==> src/rtl/gesture_uart_framer.sv <==
// Gesture result framer: buffers classifier results in a small FIFO and
// streams each one as a 5-byte packet (header, class, conf, seq, xor)
// into an 8N1 UART transmitter through its data/valid/busy interface.
//
// Handshake: a result is taken on any cycle with res_valid=1 and room in
// the FIFO (res_ready=1, or a pop in the same cycle); otherwise it is
// dropped and counted. Toward the UART, tx_valid is a one-cycle strobe
// issued only while tx_busy=0; tx_data is stable from that strobe until
// tx_busy falls again.
module gesture_uart_framer #(
    parameter int         FIFO_DEPTH = 4,
    parameter int         CLASS_W    = 2,
    parameter logic [7:0] HEADER     = 8'hA5
) (
    input  logic               clk,
    input  logic               rst_n,
    input  logic               res_valid,
    input  logic [CLASS_W-1:0] res_class,
    input  logic [7:0]         res_conf,
    output logic               res_ready,
    output logic [7:0]         tx_data,
    output logic               tx_valid,
    input  logic               tx_busy,
    output logic               pkt_active,
    output logic [7:0]         drop_cnt,
    output logic [2:0]         dbg_state
);

    localparam int              PTR_W   = $clog2(FIFO_DEPTH);
    localparam logic [PTR_W:0]  DEPTH_C = (PTR_W + 1)'(FIFO_DEPTH);

    typedef enum logic [2:0] {
        S_IDLE    = 3'd0,
        S_LOAD    = 3'd1,
        S_SEND    = 3'd2,
        S_WAIT_HI = 3'd3,
        S_WAIT_LO = 3'd4
    } state_t;

    state_t state, state_nx;

    logic [CLASS_W-1:0] fifo_class [FIFO_DEPTH];
    logic [7:0]         fifo_conf  [FIFO_DEPTH];
    logic [PTR_W-1:0]   wr_ptr, rd_ptr;
    logic [PTR_W:0]     count;
    logic               full, empty, push, pop, drop;

    logic [7:0]         pkt_class, pkt_conf, seq;
    logic [2:0]         byte_idx;
    logic               wait_cnt;
    logic [7:0]         cur_byte;

    assign full      = (count == DEPTH_C);
    assign empty     = (count == '0);
    assign res_ready = !full;
    assign pop       = (state == S_IDLE) && !empty;
    // A pop in the same cycle frees the slot the new result lands in.
    assign push      = res_valid && (!full || pop);
    assign drop      = res_valid && full && !pop;
    assign dbg_state = state;

    // FIFO storage: written on push, no reset needed for the payload.
    always_ff @(posedge clk) begin
        if (push) begin
            fifo_class[wr_ptr] <= res_class;
            fifo_conf[wr_ptr]  <= res_conf;
        end
    end

    // FIFO pointers, occupancy and the saturating drop counter.
    always_ff @(posedge clk or negedge rst_n) begin
        if (!rst_n) begin
            wr_ptr   <= '0;
            rd_ptr   <= '0;
            count    <= '0;
            drop_cnt <= 8'd0;
        end else begin
            if (push) wr_ptr <= wr_ptr + 1'b1;
            if (pop)  rd_ptr <= rd_ptr + 1'b1;
            if (push && !pop)      count <= count + 1'b1;
            else if (pop && !push) count <= count - 1'b1;
            if (drop && drop_cnt != 8'hFF) drop_cnt <= drop_cnt + 8'd1;
        end
    end

    // Byte selector for the packet currently being sent.
    always_comb begin
        cur_byte = pkt_class ^ pkt_conf ^ seq;
        case (byte_idx)
            3'd0:    cur_byte = HEADER;
            3'd1:    cur_byte = pkt_class;
            3'd2:    cur_byte = pkt_conf;
            3'd3:    cur_byte = seq;
            default: cur_byte = pkt_class ^ pkt_conf ^ seq;
        endcase
    end

    // FSM state register.
    always_ff @(posedge clk or negedge rst_n) begin
        if (!rst_n) state <= S_IDLE;
        else        state <= state_nx;
    end

    // FSM next-state and strobe/activity outputs.
    always_comb begin
        state_nx   = state;
        tx_valid   = 1'b0;
        pkt_active = 1'b1;
        case (state)
            S_IDLE: begin
                pkt_active = 1'b0;
                if (!empty) state_nx = S_LOAD;
            end
            S_LOAD: begin
                if (!tx_busy) state_nx = S_SEND;
            end
            S_SEND: begin
                tx_valid = 1'b1;
                state_nx = S_WAIT_HI;
            end
            S_WAIT_HI: begin
                // Two cycles without busy means the strobe was missed: resend.
                if (tx_busy)       state_nx = S_WAIT_LO;
                else if (wait_cnt) state_nx = S_LOAD;
            end
            S_WAIT_LO: begin
                if (!tx_busy) state_nx = (byte_idx == 3'd4) ? S_IDLE : S_LOAD;
            end
            default: begin
                pkt_active = 1'b0;
                state_nx   = S_IDLE;
            end
        endcase
    end

    // Packet datapath: latch popped result, drive tx_data, step byte/seq.
    always_ff @(posedge clk or negedge rst_n) begin
        if (!rst_n) begin
            pkt_class <= 8'd0;
            pkt_conf  <= 8'd0;
            seq       <= 8'd0;
            byte_idx  <= 3'd0;
            wait_cnt  <= 1'b0;
            tx_data   <= 8'd0;
        end else begin
            case (state)
                S_IDLE: begin
                    if (pop) begin
                        pkt_class <= 8'(fifo_class[rd_ptr]);
                        pkt_conf  <= fifo_conf[rd_ptr];
                        byte_idx  <= 3'd0;
                    end
                end
                S_LOAD:    tx_data  <= cur_byte;
                S_SEND:    wait_cnt <= 1'b0;
                S_WAIT_HI: if (!tx_busy) wait_cnt <= 1'b1;
                S_WAIT_LO: begin
                    if (!tx_busy) begin
                        if (byte_idx == 3'd4) seq <= seq + 8'd1;
                        else                  byte_idx <= byte_idx + 3'd1;
                    end
                end
                default: ;
            endcase
        end
    end

endmodule
==> config.mk <==
export PLATFORM = sky130hd
export DESIGN_NAME = gesture_uart_framer
export DESIGN_NICKNAME = d
export VERILOG_FILES = /design/src/rtl/gesture_uart_framer.sv
export SDC_FILE = /design/constraint.sdc
export NUM_CORES = 1
export LEC_CHECK = 0
export ABC_AREA = 1
export CORE_AREA = 2 2 88 111
export CTS_CLUSTER_DIAMETER = 150
export CTS_CLUSTER_SIZE = 28
export DETAILED_ROUTE_END_ITERATION = 10
export DIE_AREA = 0 0 90 113
export PLACE_DENSITY = 0.68
export RECOVER_POWER = 25
export SYNTH_ARGS = -nofsm -noshare
export SYNTH_HDL_FRONTEND = slang
export SYNTH_SLANG_ARGS = --single-unit
export TNS_END_PERCENT = 100
==> constraint.sdc <==
create_clock -name clk -period 3.4 [get_ports clk]
set_input_delay 0.85 -clock clk [delete_from_list [all_inputs] [get_ports clk]]
set_output_delay 0.85 -clock clk [all_outputs]
set_load 0.02 [all_outputs]
== Word-level counts from Yosys, hierarchy flattened ==
Memories as Yosys holds them, arrays and structs flattened. A register that Yosys moved wholly into a read port is not among the register bits.
Cells that the tools add are included.
Storage, ports and cells
  input bits: 14
  ROM bits: 0
  memories kept: 2
  flip-flop bits (word level): 38
  logic and storage cells: 84
  bits in latches: 0
  output and inout port bits: 22
  RAM bits: 40
Operators by class
  magnitude comparators: 0
  divide/modulo/power cells: 0
  bitwise logic cells: 3
  multiply operators: 0
  mux-type cells: 20
  reduce and logical (&&, ||, !) cells: 26
  shift-type cells: 0
  equal/unequal tests: 17
  add/sub/neg operators: 7
Memory list
  fifo_conf: words 4, width 8, rd ports 1, clocked after Yosys merged registers in 1, write ports 1, line 43  | logic [7:0] fifo_conf [FIFO_DEPTH];
  fifo_class: words 4, width 2, rd ports 1, clocked after Yosys merged registers in 1, write ports 1, line 42  | logic [CLASS_W-1:0] fifo_class [FIFO_DEPTH];
Operators by type and width (count)
  one-hot mux 8 bit (4 select lines): 1
  2-to-1 mux 3 bit: 10
  adder 8 x 1 -> 8 bit (second input constant): 2
  one-hot mux 3 bit (5 select lines): 1
  equality test 3 x 2 -> 1 bit (second input constant): 4
  != test 2 bit (second input constant): 6
  equality test 3 bit (second input constant): 3
  logical NOT 3 bit: 3
  != test 8 bit (second input constant): 1
  AND reduction 4 bit: 2
  XOR 2 x 8 -> 8 bit: 1
  XOR 8 bit: 1
  logical AND 1 bit: 7
  adder 3 x 1 -> 3 bit (second input constant): 2
  equality test 3 x 1 -> 1 bit (second input constant): 2
  logical NOT 1 bit: 6
  2-to-1 mux 1 bit: 6
  one-hot mux 3 bit (2 select lines): 1
  nonzero test 2 bit: 3
  adder 2 x 1 -> 2 bit (second input constant): 2
  AND reduction 2 bit: 2
  OR reduction 4 bit: 1
  != test 3 bit (second input constant): 1
  AND reduction 3 bit: 1
  other kinds (4): 4

== Longest topological paths before layout ==
Gate-level depths: netlist of run 1.
  depth after elaboration: 9
  mapped depth: 12
  gate-level depth less buffers: 12

== Worst setup path before layout of run 1 ==
OpenSTA, ideal clock, no wires.
  path type: reg-to-reg
  start: register state[0] (netlist: dbg_state[0])
  end: register count[2]
  buffers on the path: 0
  data arrival time: 2.010 ns
  clock period less this slack: 2.141 ns
  stages on the path, launching flop included: 12
  path slack: 1.259 ns
  required time: 3.269 ns
  setup time: 0.131 ns
  path through: dfrtp_1 nor2_4 nand2_4 nand2_1 nand2_1 inv_1 ha_1 inv_1 fa_1 a21oi_1 o21ai_0 xor2_1
Between the ends
  cells in the longest elaborated chain, start to end: 7
  elaborated cells between the ends (all ways): 10
  those cells by class: mux (1); reduce/logical (9)
RTL lines
  start, declared: line 40  | state_t state, state_nx;
  start signal, assigned: line 101  | else state <= state_nx;
  logical NOT 3 bit *: line 56  | assign pop = (state == S_IDLE) && !empty;
  logical AND 1 bit *: line 56
  logical OR 1 bit *: line 58  | assign push = res_valid && (!full || pop);
  logical AND 1 bit *: line 58
  via push: line 46  | logic full, empty, push, pop, drop;
  logical NOT 1 bit: line 81  | else if (pop && !push) count <= count - 1'b1;
  logical AND 1 bit: line 81
  nonzero test 2 bit (no line)
  end signal, assigned: line 80  | if (push && !pop) count <= count + 1'b1;
  end signal, assigned: line 81
  end, declared: line 45  | logic [PTR_W:0] count;
Mark *: on every way through the listed nets, which the timed path passes. The rest lies on a longest branch.
A chain may end at the register's enable or synchronous reset.

== Final worst setup path of run 1 ==
  start: register state[0] (netlist: dbg_state[0])
  end: output pkt_active
Between the ends
  cells in the longest elaborated chain, start to end: 3
  elaborated cells between the ends (all ways): 6
  those cells by class: eq/ne (4); mux (1); reduce/logical (1)
RTL lines
  equality test 3 bit, or another cell as far along: line 109  | case (state)
  OR reduction 4 bit (no line) *
  2-to-1 mux 1 bit *: line 109
  end, declared: line 24  | output logic pkt_active,
Mark *: on every way between the ends. The rest lies on a longest branch, timed or not.

==> results of run 1 <==
## stage by stage
stage | power (uW) | instance area (um^2) | setup slack (ps)
final | 4290 | 5160 | 644
after floorplan | 2760 | 4340 | 1260
after detailed placement | 3290 | 4850 | 646
after CTS | 4340 | 5160 | 628
after global placement | 3230 | 4850 | 664
after global routing | 4610 | 5160 | 571
## area by class of cell
cell class	instances	area (um^2)	share of cell area (%)
Multi-Input combinational cell	338	1700	33.0
Inverter	53	206	4.00
Tap cell	123	154	2.98
Timing Repair Buffer	40	382	7.40
Clock inverter	6	85.1	1.65
Sequential cell	88	2400	46.6
Clock buffer	9	225	4.37
## layer usage
metal / vias up / share of wire [%] / routed length (um)
met3: 13 / 2.3 / 198
met5: - / 0 / 0
met2: 43 / 51 / 4440
li1: 1635 / - / -
met4: 0 / 2.0 / 169
met1: 1519 / 44 / 3840
## final timing paths
| check | cells past startpoint | end | slack (ps) |
|---|---|---|---|
| worst max-delay path | 4 | pkt_active | 640 |
| worst min-delay path | 2 | tx_data[0] | 490 |
| worst max register to register | 11 | count[2] | 1130 |
| worst min register to register | 2 | tx_data[0] | 490 |
| max in group asynchronous | 2 | tx_data[2] | 1350 |
| min in group asynchronous | 1 | pkt_class[0] | 990 |
## sequential cells by signal, indices dropped and copies added, names as in the netlist
signal      cells
seq             8
wr_ptr          2
rd_ptr          2
pkt_conf        8
fifo_class      8
fifo_conf      32
drop_cnt        8
wait_cnt        1
pkt_class       2
byte_idx        3
dbg_state       3
tx_data         8
count           3
## report_power, final
part           internal (uW)  total [uW]  switching (uW)  leakage, uW
Sequential              1420        1660             241     0.000954
Combinational            623        1600             978      0.00123
Clock                    637        1030             393     0.000149
Total                   2670        4290            1610      0.00233
## critical path: cells and delay by family, from the launching register on
kind,cells,cell delay (ps)
and+or+nand+nor,3,490
DFF,1,470
buffers and inverters,1,610
## cells in the mapped netlist, drive strengths merged
cell type | n | share of area (%)
nor2 | 77 | 7.7
xnor2 | 5 | 1.0
fa | 1 | 0.46
a21boi | 5 | 0.86
inv | 52 | 4.7
a21oi | 4 | 0.46
dfrtp | 48 | 28
nand3b | 1 | 0.17
clkbuf | 3 | 0.26
nand2 | 145 | 13
buf | 3 | 0.49
nand4 | 3 | 0.43
edfxtp | 40 | 28
o22ai | 5 | 0.72
or2 | 5 | 0.72
clkinv | 1 | 0.086
nand3 | 28 | 3.6
o21ai | 35 | 4.0
ha | 12 | 3.5
xor2 | 12 | 2.4
## cell families after synthesis
| family | after synthesis |
|---|---|
| AOI/OAI and AO/OA | 49 |
| buffers and inverters | 59 |
| xor gates and xnor gates | 17 |
| and+or+nand+nor | 259 |
| DFF | 88 |
| adders and majority gates | 13 |
==> metrics.txt, run 1 <==
GRT met2 Usage=31.6%; Tmin final=2760 ps; post-synthesis xor/xnor area fraction=3.43%; Total Wirelength=8.65 mm; HP Start=tx_data[0]; Post-CTS Setup Bufs=0; failing checks=capacitance limit, slew limit; routing usage on met3=2.53%; worst r2r src=dbg_state[0]; vias after detailed routing=3,210; Worst Tran Pin Value=1770 ps; CP max stage delay=610 ps; crit-path max FO=7; M1 GR Usage=22.8%; layout cell share with drive strength beyond 1=7.12%; slew margin rel.=-17.7%; Synthesis Warnings=0; # diodes=0; Mean Syn Cell Area=8.96 um^2; I/O Buffers=35; Die Wd=90 um; Finish-stage setup viols=0; die height=113 um; DRT Pass-1 Iters=4; H-tree Lvls=3; vias in the first global route=3,202; CP cell instances=nor2_4, nand2_1, nand3_1, clkdlybuf4s50_1; Critical-path top delay cell=clkdlybuf4s50_1; initial antenna violation count=0; CP endpoint kind=output pin; RSZ-0062 raised after global routing=no; crit path launch=dbg_state[0]; Syn Nets=512; Cells after Synth=485; arrival time at the worst endpoint=1910 ps; antenna-violating nets left=0; global route overflow=0; Area growth syn-to-layout=18.7%; post-synthesis adder-cell area fraction=3.92%; post-synth cell types=32; Tcrit/Tclk final=81.1%; Worst Hold Class=flop to flop; IO Count=36; Seq/Total Area, Yosys=55.3%; Synth Cell Area=0.00434 mm^2; Final Max Tran Viols=33; post-cts sizing count=0; Pwr per Cell Area=831 mW/mm^2; most frequent cells in the layout=nand2_1, nor2_1, inv_1; die area=0.0102 mm^2; root buffer cell=clkbuf_16; Remaining DRCs=0; DP HPWL=6.06 mm; Worst EP required=2550 ps; Clock Sinks=88; largest family of logic cells by synthesized area=simple AND/OR/NAND/NOR gates; CTS Buf Count=9; dpl cells=642; Clk Latency, worst-skew pair=330 ps; Leak=0.00233 uW; hold_ws=490 ps; final core utilization=56.8%; drt via density=4.89; most used routing layer=met2; GRT Resource Usage Total=18.4%; Synth Area in Compound Gates=6.08%; most common cell after layout, fill and taps aside=nand2_1; TNS Setup=0 ps; Core Box Area=0.00908 mm^2; Iter 0 DRT Violations=201; first-pass GRT wire length=14.9 mm; simple-gate area share of the yosys netlist=25.8%; Final Non-Filler Cells=657; Initial Util=47.9%; Worst-path clk slew=60 ps; WL/cell=13.2 um; hold buffer count at cts=0; nets@finish=557; VDD IR-drop max=0.418 mV; Yosys reg bits=88; CTS tree=yes; mux contribution to synthesized area=0%; Setup crit start kind=flop; Final Hold Fails=0; placer congestion estimate=0.819; clock buffer depth=2; skew final=4.84 ps; Fill cells=820; Max Fclk=363 MHz; largest net degree at the start of global routing=33; status=finished, violations left; crit path kind=flop to output pin; Max Cap Viol=1; Row Count=39
(Power assumes the default switching activity.)
==> inputs of run 2 (changes only) <==
- clock period: 3.4 -> 2.82 ns (I/O delays scaled with it)
==> run 2 against run 1 <==
Effect of this change: final area about the same; sequential share of layout area about the same; clock-buffer cell count unchanged; combinational power is 22% higher; the flow now finishes without violations; final cell count increased by 0.30%; critical endpoint unchanged; wire length fell by 3.1%; non-clock buffer count is 1 higher; register-to-register slack got worse by 590 ps; sequential power grew 17%.
==> metrics.txt, run 2 (same netlist as run 1, synthesis figures left out) <==
status=finished clean; Final Max Tran Viols=0; Tcrit/Tclk final=92.6%; root buffer cell=clkbuf_16; first-pass GRT wire length=14.5 mm; Row Count=39; die height=113 um; HP Start=tx_data[5]; IO Count=36; dpl cells=643; VDD IR-drop max=0.589 mV; vias in the first global route=3,161; Post-CTS Setup Bufs=0; Final Hold Fails=0; global route overflow=0; crit-path max FO=7; Core Box Area=0.00908 mm^2; crit path kind=flop to output pin; Highest Signal Layer=met4; placer congestion estimate=0.815; DRT Pass-1 Iters=7; Remaining DRCs=0; reg2reg setup slack=540 ps; hold buffer count at cts=0; drt via density=4.87; layout cell share with drive strength beyond 1=7.84%; die area=0.0102 mm^2; most common cell after layout, fill and taps aside=nand2_1; Clk Latency, worst-skew pair=330 ps; Largest register FFs=32; most frequent cells in the layout=nand2_1, nor2_1, inv_1; GRT Resource Usage Total=17.7%; Leak=0.00234 uW; Area growth syn-to-layout=18.8%; Worst EP required=2120 ps; # diodes=0; clock buffer depth=2; Max Cap Viol=0; Worst Hold Class=flop to flop; Tmin final=2610 ps; Setup crit start kind=flop; CTS tree=yes; CP endpoint kind=output pin; WL/cell=12.7 um; wl on met1=3.69 mm; post-cts sizing count=0; Finish-stage setup viols=0; Clock Sinks=88; Pwr per Cell Area=992 mW/mm^2; hold path depth=2; Max Fclk=383 MHz; Initial Util=47.9%; DP HPWL=5.80 mm; Fill cells=831; Hold Path Sink=tx_data[5]; FF-to-FF path depth=11; arrival time at the worst endpoint=1910 ps; TNS Setup=0 ps; reg2reg end=count[2]; Total Wirelength=8.38 mm; vias after detailed routing=3,207; slew margin rel.=19.3%; skew final=3.53 ps; routed wl met2=4.28 mm; metal3 WL=215 um; largest net degree at the start of global routing=49; antenna-violating nets left=0; Final Non-Filler Cells=659; Largest Register=fifo_conf; nets@finish=558; RSZ-0062 raised after global routing=no; worst r2r src=dbg_state[0]; Die Wd=90 um; initial antenna violation count=0; Worst-path clk slew=60 ps; H-tree Lvls=3; Iter 0 DRT Violations=203; CTS Buf Count=9; Worst Tran Pin Value=1210 ps; I/O Buffers=35
[run 2: where the power goes]
part	leakage (uW)	internal [uW]	switching [uW]
clock network	0.000148	697	511
logic	0.00124	757	1200
registers	0.000954	1710	240
total	0.00234	3160	1960
[run 2: worst max-delay path by stage]
stage	startpoint	end	depth (start not counted)
final	dbg_state[0]	pkt_active	4
after CTS	dbg_state[0]	pkt_active	4
after detailed placement	res_valid	count[2]	9
after global placement	res_valid	count[2]	9
after global routing	dbg_state[0]	pkt_active	4
after floorplan	dbg_state[0]	count[2]	11
[run 2: per-stage QoR]
step | util (%) | setup WS [ps] | power (uW) | instance area [um^2] | hold slack (ps)
final | 56.8 | 208 | 5120 | 5160 | 484
after global routing | 56.8 | 107 | 5520 | 5160 | 527
after CTS | 56.9 | 177 | 5170 | 5160 | 483
after detailed placement | 53.5 | 211 | 3960 | 4860 | 473
after global placement | 53.5 | 253 | 3900 | 4860 | 465
after floorplan | - | 679 | 3330 | 4340 | 409
[run 2: layout make-up]
class | instances | area (um^2) | share of cell area [%]
clock inverter | 7 | 80.1 | 1.55
inverter | 53 | 206 | 4.00
tap | 123 | 154 | 2.98
sequential | 88 | 2400 | 46.6
clock buffer | 9 | 225 | 4.37
timing repair buffer | 41 | 388 | 7.52
multi-input combinational | 338 | 1700 | 33.0
[run 2: worst max-delay path, stage by stage, from the launching register on]
cell	delay (ps)
dfrtp_1	480
nor2_4	230
nand2_1	150
nand3_1	120
clkdlybuf4s50_1	600
[run 2: per-layer routing]
layer | track usage [%] | up-vias
li1 | - | 1643
met1 | 21.4 | 1506
met2 | 31.0 | 43
met3 | 3.26 | 15
met4 | 8.21 | 0
met5 | 0 | -
